==> src/rtl/vector_alu_issue.sv <==
// Issue/collect controller: registers one request into the vector ALU, waits ALU_LAT cycles,
// captures the result into a response FIFO. Optional per-lane zero flags under LANE_ZERO_EN.
module vector_alu_issue #(
    parameter int unsigned RESP_DEPTH = 2,
    parameter int unsigned ALU_LAT    = 1
) (
    input  logic         clk,
    input  logic         reset,
    input  logic         req_valid,
    output logic         req_ready,
    input  logic [127:0] req_a,
    input  logic [127:0] req_b,
    input  logic [2:0]   req_ctrl,
    input  logic         req_vec,
    output logic [127:0] alu_a,
    output logic [127:0] alu_b,
    output logic [2:0]   alu_ctrl,
    output logic         alu_vec,
    input  logic [127:0] alu_result,
    input  logic         alu_zero,
    output logic         resp_valid,
    input  logic         resp_ready,
    output logic [127:0] resp_result,
    output logic         resp_zero,
    output logic [3:0]   resp_lane_zero,
    output logic         busy,
    output logic [15:0]  ops_done
);

    localparam int unsigned PtrW = $clog2(RESP_DEPTH);
    localparam int unsigned CntW = PtrW + 1;

    typedef enum logic {StIdle, StExec} state_e;

    state_e            state_q, state_d;
    logic [3:0]        wait_q, wait_d;
    logic              accept, push, pop;
    logic [PtrW-1:0]   wr_q, rd_q;
    logic [CntW-1:0]   count_q;
    logic [127:0]      res_mem  [RESP_DEPTH];
    logic              zero_mem [RESP_DEPTH];

    assign resp_valid = (count_q != '0);
    assign pop        = resp_valid && resp_ready;

    always_comb begin
        state_d   = state_q;
        wait_d    = wait_q;
        accept    = 1'b0;
        push      = 1'b0;
        req_ready = 1'b0;
        busy      = 1'b0;
        unique case (state_q)
            StIdle: begin
                // Gating accept on free space guarantees the later push never overflows.
                req_ready = (count_q < CntW'(RESP_DEPTH));
                if (req_valid && req_ready) begin
                    accept  = 1'b1;
                    wait_d  = 4'(ALU_LAT - 1);
                    state_d = StExec;
                end
            end
            StExec: begin
                busy = 1'b1;
                if (wait_q == 4'd0) begin
                    push    = 1'b1;
                    state_d = StIdle;
                end else begin
                    wait_d = wait_q - 4'd1;
                end
            end
            default: state_d = StIdle;
        endcase
    end

    always_ff @(posedge clk) begin
        if (reset) begin
            state_q  <= StIdle;
            wait_q   <= '0;
            alu_a    <= '0;
            alu_b    <= '0;
            alu_ctrl <= '0;
            alu_vec  <= 1'b0;
            wr_q     <= '0;
            rd_q     <= '0;
            count_q  <= '0;
            ops_done <= '0;
        end else begin
            state_q <= state_d;
            wait_q  <= wait_d;
            if (accept) begin
                alu_a    <= req_a;
                alu_b    <= req_b;
                alu_ctrl <= req_ctrl;
                alu_vec  <= req_vec;
            end
            if (push) begin
                wr_q     <= wr_q + PtrW'(1);
                ops_done <= ops_done + 16'd1;
            end
            if (pop) begin
                rd_q <= rd_q + PtrW'(1);
            end
            unique case ({push, pop})
                2'b10:   count_q <= count_q + CntW'(1);
                2'b01:   count_q <= count_q - CntW'(1);
                default: count_q <= count_q;
            endcase
        end
    end

    always_ff @(posedge clk) begin
        if (push) begin
            res_mem[wr_q]  <= alu_result;
            zero_mem[wr_q] <= alu_zero;
        end
    end

    assign resp_result = resp_valid ? res_mem[rd_q]  : '0;
    assign resp_zero   = resp_valid ? zero_mem[rd_q] : 1'b0;

`ifdef LANE_ZERO_EN
    logic [3:0] lane_zero;
    logic [3:0] lane_mem [RESP_DEPTH];

    always_comb begin
        lane_zero = '0;
        for (int i = 0; i < 4; i++) begin
            lane_zero[i] = (alu_result[32*i +: 32] == 32'd0);
        end
    end

    always_ff @(posedge clk) begin
        if (push) begin
            lane_mem[wr_q] <= lane_zero;
        end
    end

    assign resp_lane_zero = resp_valid ? lane_mem[rd_q] : 4'b0000;
`else
    assign resp_lane_zero = 4'b0000;
`endif

endmodule

==> config.mk <==
export PLATFORM = sky130hd
export DESIGN_NAME = vector_alu_issue
export DESIGN_NICKNAME = d
export VERILOG_FILES = /design/src/rtl/vector_alu_issue.sv
export SDC_FILE = /design/constraint.sdc
export NUM_CORES = 1
export LEC_CHECK = 0
export ABC_AREA = 1
export CORE_AREA = 8 8 309 311
export CTS_BUF_LIST = sky130_fd_sc_hd__clkbuf_8
export CTS_CLUSTER_DIAMETER = 80
export DETAILED_ROUTE_END_ITERATION = 8
export DIE_AREA = 0 0 317 319
export PLACE_DENSITY = 0.46
export SLEW_MARGIN = 20
export SYNTH_ARGS = -nofsm -noshare
export SYNTH_HDL_FRONTEND = slang
export SYNTH_SLANG_ARGS = --single-unit
==> constraint.sdc <==
create_clock -name clk -period 9.25 [get_ports clk]
set_input_delay 1.85 -clock clk [delete_from_list [all_inputs] [get_ports clk]]
set_output_delay 1.85 -clock clk [all_outputs]
set_load 0.01 [all_outputs]
Yosys cells after proc, flatten, opt, wreduce, memory -nomap -nowiden:

Memory sizes are Yosys's and may differ from the RTL's. A register that Yosys moved wholly into a read port is not among the register bits.
Cells that the tools add are included.

* bits of input ports: 393
* output and inout bits: 412
* register bits: 285
* logic and storage cells: 50
* memories: 2
* bits in writable memories: 258

Memories
* res_mem: words 2, width 128, read ports 1, clocked after memory_dff 1, wr ports 1, RTL line 40 `logic [127:0] res_mem [RESP_DEPTH];`
* zero_mem: words 2, width 1, read ports 1, clocked after memory_dff 1, wr ports 1, RTL line 41 `logic zero_mem [RESP_DEPTH];`

* bitwise operators: 1
* order comparisons: 1
* reductions and logical operators: 6
* add/subtract/negate cells: 6
* muxes and demuxes: 20
* equality and inequality tests: 4

Operators with widths (number)
* 128-bit two-way mux: 1
* 16-bit by 1-bit adder with 16-bit output, second input constant: 1
* 1-bit two-way mux: 14
* 4-bit two-way mux: 2
* 4-bit one-hot mux with 2 select lines: 1
* 4-bit zero test: 1
* 2-bit inequality test, second input constant: 2
* 2-bit one-hot mux with 2 select lines: 1
* 2-bit nonzero test: 2
* 4-bit by 1-bit subtractor with 4-bit output, second input constant: 1
* 1-bit adder, second input constant: 2
* 2-bit by 1-bit adder with 2-bit output, second input constant: 1
* 2-bit by 1-bit equality test with 1-bit output, second input constant: 1
* 2-bit equality test, second input constant: 1
* 1-bit logical AND: 2
* 2-bit < comparator, second input constant: 1
* 1-bit one-hot mux with 2 select lines: 1
* 2-bit AND reduction: 1
* 2-bit by 1-bit subtractor with 2-bit output, second input constant: 1
* 1-bit inverter: 1

Longest topological paths before layout:

Gate-level depths: netlist (run 1).

* depth in word-level cells: 5
* depth in mapped cells: 9
* depth with buffers taken out: 9

Least setup slack after synthesis (run 1):

OpenSTA, ideal clock, no wires.

* path type: register to register
* start point: reg wait_q[0]
* end point: mem res_mem[0][0] (enable)
* period minus slack after synthesis: 6882 ps
* required time: 8632 ps
* library setup time: 618 ps
* buffers on the path: 1
* cell stages (with the launch flop): 6
* arrival time: 6264 ps
* setup slack: 2368 ps
* cell sequence: dfxtp_1 > inv_1 > ha_1 > nand3_2 > buf_2 > nor2_1

* word-level cells in the longest chain between the ends: 5

RTL lines
* start: declaration: RTL line 36 `logic [3:0] wait_q, wait_d;`
* start signal: assignment: RTL line 90 `wait_q <= wait_d;`
* 4-bit zero test: RTL line 65 `if (wait_q == 4'd0) begin`
* 1-bit two-way mux: RTL line 65
* 1-bit two-way mux: RTL line 53 `unique case (state_q)`
* 1-bit two-way mux: RTL line 113 `if (push) begin`
* 1-bit two-way mux (implied by the code): RTL line 114 `res_mem[wr_q] <= alu_result;`
* end: declaration: RTL line 40

No other way between the ends.

==> results of run 1 <==
[layer usage]
layer,global-route usage [%],up-vias,wire [µm]
met1,18.1,8198,33400
met2,27.4,717,41200
met4,3.76,22,1500
met5,0,-,141
li1,-,8244,-
met3,9.04,128,10600
[sequential cells by signal (all words and copies together), names as in the netlist, named ones only]
signal and flops:
res_mem 256, alu_a 128, alu_b 128, ops_done 16, wait_q 4, alu_ctrl 3, count_q 2, zero_mem 2
alu_vec 1, rd_q 1, state_q 1, wr_q 1
[worst register-to-register path, delay by kind of cell, from the launching register on]
| kind | cells | cell delay (ns) |
|---|---|---|
| fa+ha+maj | 1 | 0.22 |
| buf+inv | 3 | 1.75 |
| simple gates | 2 | 0.49 |
| flops | 1 | 0.32 |
[power by group through the flow]
stage                     clock network (mW)  logic [mW]  registers, mW
after floorplan                            0       0.859           3.13
after global placement                     0        2.16           3.04
after detailed placement                   0        2.16           3.04
after CTS                               2.34        2.17           3.00
after global routing                    2.44        2.32           3.03
final                                   2.23        2.12           3.00
[logic make-up after synthesis]
| logic type | share of synthesized area, % |
|---|---|
| simple gates | 16.9 |
| buf+inv | 4.30 |
| xor+xnor | 0.133 |
| fa+ha+maj | 0.189 |
| compound gates | 10.5 |
| other cells | 0.0189 |
| flops | 68.0 |
[per-stage QoR]
step	total power [mW]	cell area [µm²]
floorplan	3.99	19800
global placement	5.19	28700
detailed placement	5.20	28700
CTS	7.51	30700
global route	7.79	30700
finish	7.35	30700
[how the worst min path moves through the flow]
stage	start	end	slack, ns	cells after the start
4_1_cts	rd_q	register	0.44	1
5_1_grt	rd_q	rd_q	0.49	1
2_1_floorplan	rd_q	register	0.43	1
3_3_place_gp	rd_q	rd_q	0.44	1
3_5_place_dp	rd_q	register	0.43	1
6_report	rd_q	register	0.45	1
[layout by cell type (no fill, tap or decap)]
cell type	netlist	layout
a21oi_1	144	144
a31oi_1	1	1
and3_1	1	1
buf_12	0	1
buf_4	5	13
bufinv_16	0	1
clkbuf_8	0	115
clkdlybuf4s50_1	0	800
clkinv_1	0	18
clkinv_2	0	10
clkinv_4	0	2
clkinv_8	0	4
clkinvlp_4	0	2
conb_1	1	4
dfxtp_1	286	285
dfxtp_4	0	1
diode_2	0	7
edfxtp_1	258	258
ha_1	3	3
inv_1	23	54
inv_6	0	3
inv_8	0	2
nand2_1	300	299
nand2_4	0	1
nand3_1	10	10
nand3_2	1	1
nand4_1	4	4
nor2_1	553	550
nor2_2	3	3
nor2_4	0	3
nor3_1	5	5
nor3b_1	1	1
o211a_1	1	1
o21ai_0	228	228
o21ai_1	38	38
o21bai_1	1	1
xnor2_1	1	1
xor2_1	2	2
[layout make-up]
| cell class | instances | share of cell area [%] |
|---|---|---|
| Clock inverter | 71 | 1.25 |
| Inverter | 25 | 0.371 |
| Timing Repair Buffer | 814 | 26.5 |
| Tap cell | 1186 | 4.83 |
| Multi-Input combinational cell | 1301 | 18.0 |
| Antenna cell | 7 | 0.0570 |
| Sequential cell | 544 | 43.9 |
| Clock buffer | 115 | 5.15 |
==> qor.csv, run 1 <==
stage;metric;value;unit
outcome;status;finished, final reports clean;
critical_path;CP Data Required Time;7.40;ns
critical_path;reg-to-reg slack, setup;6.01;ns
cells_and_area;Finished Layout Cells;4063;
pwr;Sw Ratio;32.5;%
clocking;CTS Buffer Depth;3;
sta;Final Hold Vio Count;0;
logic_synthesis;Mean Syn Cell Area;9.90;µm²
drt;detailed-route wire length;86.8;mm
sta;relative slew slack;28.0;%
logic_synthesis;prevailing post-synth register cell;dfxtp_1;
logic_synthesis;Mapped Area;19800;µm²
die;Ports;805;
critical_path;Crit Path Class;reg -> out;
pwr;P_int;4.96;mW
placed_design;Placed Instances;3870;
grt;largest net degree at the start of global routing;168;
cells_and_area;layout cells sized above 1;5.64;%
logic_synthesis;most frequent cell after synthesis;nor2_1;
clocking;# H-tree levels;3;
sta;Min Hold Slack;0.448;ns
drt;DRT iter0 DRCs;948;
critical_path;worst path arrival time;3.62;ns
critical_path;CP Cell Sequence;buf_4 > buf_4 > nand2_1 > a21oi_1 > clkdlybuf4s50_1;
cells_and_area;register area;13500;µm²
critical_path;Crit path max-delay family;buffers and inverters;
die;Die Area;101000;µm²
die;Die Height;319;µm
drt;DR WL/cell;21.4;µm
drt;vias post-DR;17300;
sta;setup TNS;0;ns
run;MaxCap Viol Count;0;
die;core footprint;90700;µm²
critical_path;CP Capture Point;resp_result[19];
drt;DRT antenna net count;0;
grt;first-pass GRT wire length;123;mm
clocking;Clock Tree Root;clkbuf_8;
sta;Final WS setup;3.78;ns
grt;initial antenna violation count;27;
critical_path;CP max-delay cell;buf_4;
pwr;combinational share of power;28.9;%
pwr;Leak;11.3;nW
cells_and_area;Area growth syn-to-layout;55.0;%
logic_synthesis;Cell variety after synth;30;
logic_synthesis;top cells by area, synth;edfxtp_1 (39%), dfxtp_1 (29%), nor2_1 (10%);
drt;Via density;4.26;
critical_path;Stages on worst setup path;5;
die;Initial Utilization;21.8;%
critical_path;CP Buf/Inv Count;3;
sta;RSZ-0062 raised after global routing;false;
clocking;CTS tree;yes;
sta;minimum clock period;5.47;ns
critical_path;RR Startpoint;wait_q[0];
sta;endpoints failing setup;0;
critical_path;CP endpoint kind;primary output;
sta;Layout Skew;0.0204;ns
pwr;Psw;2.39;mW
logic_synthesis;Post-synth EDFFs;258;
placed_design;gpl congestion;0.823;
critical_path;CP startpoint kind;register;
pwr;clock power share;30.3;%
die;DIE WIDTH;317;µm
pwr;pwr/cell area;239;nW/µm²
logic_synthesis;post-synthesis sequential area ratio;68.0;%
grt;GR Util All Layers;16.4;%
logic_synthesis;Synth top area share;39.1;%
critical_path;cell depth of the worst flop-to-flop path;6;
grt;Overflow after GRT;0;
critical_path;Slowest Stage Delay on Critical Path;0.71;ns
placed_design;IO buf count;800;
logic_synthesis;Post-synth top cells;nor2_1 (553), nand2_1 (300), dfxtp_1 (286);
grt;vias in the first global route;17400;
logic_synthesis;synthesized instance count;2002;
pwr;maximum VDD drop;172;µV
hold_path;Worst Hold Class;reg -> reg;
critical_path;most frequent cell on the critical path;buf_4;
logic_synthesis;post-synthesis async set-or-reset flop share;0;%
clocking;Inserted Clock Buffers;101;
cells_and_area;final core occ;33.9;%
die;Rows;111;
critical_path;crit-path max FO;81;
sta;Worst Tran Pin Value;1.08;ns
cells_and_area;nets;3183;
clocking;CTS sink cnt;544;
sta;fin. max-slew vios;0;
clocking;post-CTS sizing;0;
logic_synthesis;Synthesis Warnings;0;
logic_synthesis;biggest area consumer among synthesized cells;edfxtp_1;
drt;first-pass detailed-route iteration total;5;
sta;max frequency;0.183;GHz
clocking;Worst-Skew Late Latency;0.72;ns
clocking;clock transition at the registers of the reported paths;0.06;ns
cells_and_area;Multi-input gate area;5530;µm²
drt;# DRC;0;
clocking;post-CTS setup buffer count;0;
critical_path;reg-to-reg endpoint;res_mem[1][31];
pwr;Seq pwr share;40.8;%
sta;fin crit share;59.1;%
placed_design;Post-Place Setup Slack;4.27;ns
clocking;Hold-fix buffers, CTS;0;
placed_design;Detailed Place HPWL;62.5;mm
logic_synthesis;count of state elements after synthesis;544;
cells_and_area;Fillers;9260;
No activity file was read; power rests on OpenSTA's default activity.
==> run 2, diff against run 1 <==
Settings changed: PLACE_DENSITY 0.46 to 0.48.
Clock period 9.25 ns to 4.88 ns, I/O delays scaled along.
==> qor.csv, run 2 (synthesized netlist as in run 1, its figures left out) <==
stage;metric;value;unit
cells_and_area;commonest non-fill, non-tap cell in the layout;clkdlybuf4s50_1;
drt;Via density;4.18;
die;Die Height;319;µm
die;Initial Utilization;21.8;%
grt;largest net degree at the start of global routing;184;
hold_path;hold_sp;rd_q;
sta;max frequency;0.252;GHz
drt;DRT antenna net count;0;
drt;vias post-DR;17100;
cells_and_area;Most flops, register;res_mem;
sta;fin crit share;81.4;%
clocking;Clock Tree Root;clkbuf_8;
clocking;CTS sink cnt;544;
grt;first-pass GRT wire length;123;mm
clocking;post-CTS setup buffer count;0;
pwr;maximum VDD drop;248;µV
clocking;clock transition at the registers of the reported paths;0.06;ns
critical_path;RR Startpoint;wait_q[0];
critical_path;Crit path max-delay family;buffers and inverters;
placed_design;IO buf count;800;
die;core footprint;90700;µm²
critical_path;crit-path max FO;54;
critical_path;cell depth of the worst flop-to-flop path;5;
cells_and_area;Finished Layout Cells;4083;
die;Rows;111;
sta;minimum clock period;3.97;ns
critical_path;CP Buf/Inv Count;3;
hold_path;Worst Hold Class;reg -> reg;
placed_design;Detailed Place HPWL;63.8;mm
run;MaxCap Viol Count;0;
die;DIE WIDTH;317;µm
sta;fin. max-slew vios;0;
grt;Overflow after GRT;0;
critical_path;Crit Path Class;reg -> out;
sta;Worst Tran Pin Value;1.03;ns
critical_path;CP max-delay cell;clkdlybuf4s50_1;
sta;relative slew slack;31.1;%
sta;Final Hold Vio Count;0;
outcome;status;finished, final reports clean;
pwr;pwr/cell area;458;nW/µm²
pwr;Leak;11.5;nW
drt;DR WL/cell;21.5;µm
sta;endpoints failing setup;0;
cells_and_area;Fillers;9388;
clocking;CTS Buffer Depth;3;
critical_path;reg-to-reg slack, setup;2.27;ns
placed_design;Placed Instances;3879;
clocking;# H-tree levels;3;
sta;Min Hold Slack;0.450;ns
critical_path;CP Cell Sequence;inv_4 > buf_12 > nand2_1 > a21oi_1 > clkdlybuf4s50_1;
placed_design;gpl congestion;0.826;
sta;RSZ-0062 raised after global routing;false;
critical_path;reg-to-reg endpoint;res_mem[0][35];
die;Die Area;101000;µm²
cells_and_area;Area growth syn-to-layout;56.8;%
drt;first-pass detailed-route iteration total;5;
clocking;post-CTS sizing;0;
cells_and_area;Largest regs;res_mem (256), alu_a (128), alu_b (128);
grt;initial antenna violation count;47;
clocking;Worst-Skew Late Latency;0.74;ns
critical_path;Slowest Stage Delay on Critical Path;0.60;ns
cells_and_area;final core occ;34.3;%
cells_and_area;nets;3195;
drt;detailed-route wire length;88.0;mm
cells_and_area;layout cells sized above 1;6.28;%
sta;Layout Skew;0.0193;ns
clocking;Hold-fix buffers, CTS;0;
critical_path;CP Data Required Time;3.90;ns
cells_and_area;Largest register FFs;256;
drt;DRT iter0 DRCs;1058;
grt;vias in the first global route;17100;
cells_and_area;commonest cells after routing, fill and taps aside;clkdlybuf4s50_1 (800), nor2_1 (550), nand2_1 (299);
critical_path;CP endpoint kind;primary output;
clocking;Inserted Clock Buffers;104;
critical_path;worst path arrival time;3.00;ns
die;Ports;805;
drt;# DRC;0;
critical_path;CP startpoint kind;register;
hold_path;hold path cells;1;
clocking;CTS tree;yes;
grt;GR Util All Layers;16.6;%
sta;setup TNS;0;ns
run 2: changes by cell type in the layout (fill, tap and decap cells not counted), sizes merged:
cell | before | now
bufinv | 1 | 4
buf | 14 | 23
clkinv | 34 | 14
clkbuf | 115 | 124
clkinvlp | 2 | 4
inv | 59 | 69
diode | 7 | 14
run 2: final cells by class:
cell class	instances	area (µm²)	share of cell area, %
flip-flops and latches	544	13500	43.4
clock inverters	66	407	1.31
repair buffers	823	8320	26.8
diodes	14	35.0	0.113
clock buffers	124	1710	5.49
multi-input cells	1301	5530	17.8
inverters	25	111	0.358
well taps	1186	1480	4.78
run 2: stage by stage:
step / cell area (µm²) / power (mW) / setup slack (ns)
floorplan: 19800 / 7.57 / -2.00
global placement: 28900 / 9.87 / 1.60
detailed placement: 28900 / 9.87 / 1.60
CTS: 31000 / 14.5 / 0.743
global route: 31100 / 15.1 / 0.615
finish: 31100 / 14.2 / 0.907
run 2: worst register-to-register path: cells and delay by family, from the launching register on:
family,cells,cell delay [ns]
and+or+nand+nor,2,1.13
adders and majority gates,1,0.22
buffers and inverters,2,0.51
DFF,1,0.32
run 2: worst max path at each step:
stage	startpoint	endpoint	depth (start not counted)
after floorplan	wait_q[0]	res_mem[0][0]	5
after global placement	reset	alu_a[46]	5
after detailed placement	reset	alu_a[46]	5
after CTS	register	resp_result[40]	5
after global routing	register	resp_result[15]	5
final	register	resp_result[40]	5
run 2: power breakdown:
| group | internal, mW | leakage (nW) | switching (mW) | total, mW |
|---|---|---|---|---|
| clock | 2.51 | 1.24 | 2.01 | 4.52 |
| sequential | 5.41 | 4.71 | 0.293 | 5.70 |
| combinational | 1.82 | 5.55 | 2.19 | 4.01 |
run 2: routing by layer:
| layer | global-route usage [%] | wire length (µm) | vias to the layer above |
|---|---|---|---|
| met3 | 8.97 | 11300 | 161 |
| met5 | 0 | 176 | - |
| met2 | 27.2 | 41000 | 679 |
| met1 | 18.4 | 33900 | 7931 |
| li1 | - | - | 8275 |
| met4 | 4.90 | 1730 | 32 |
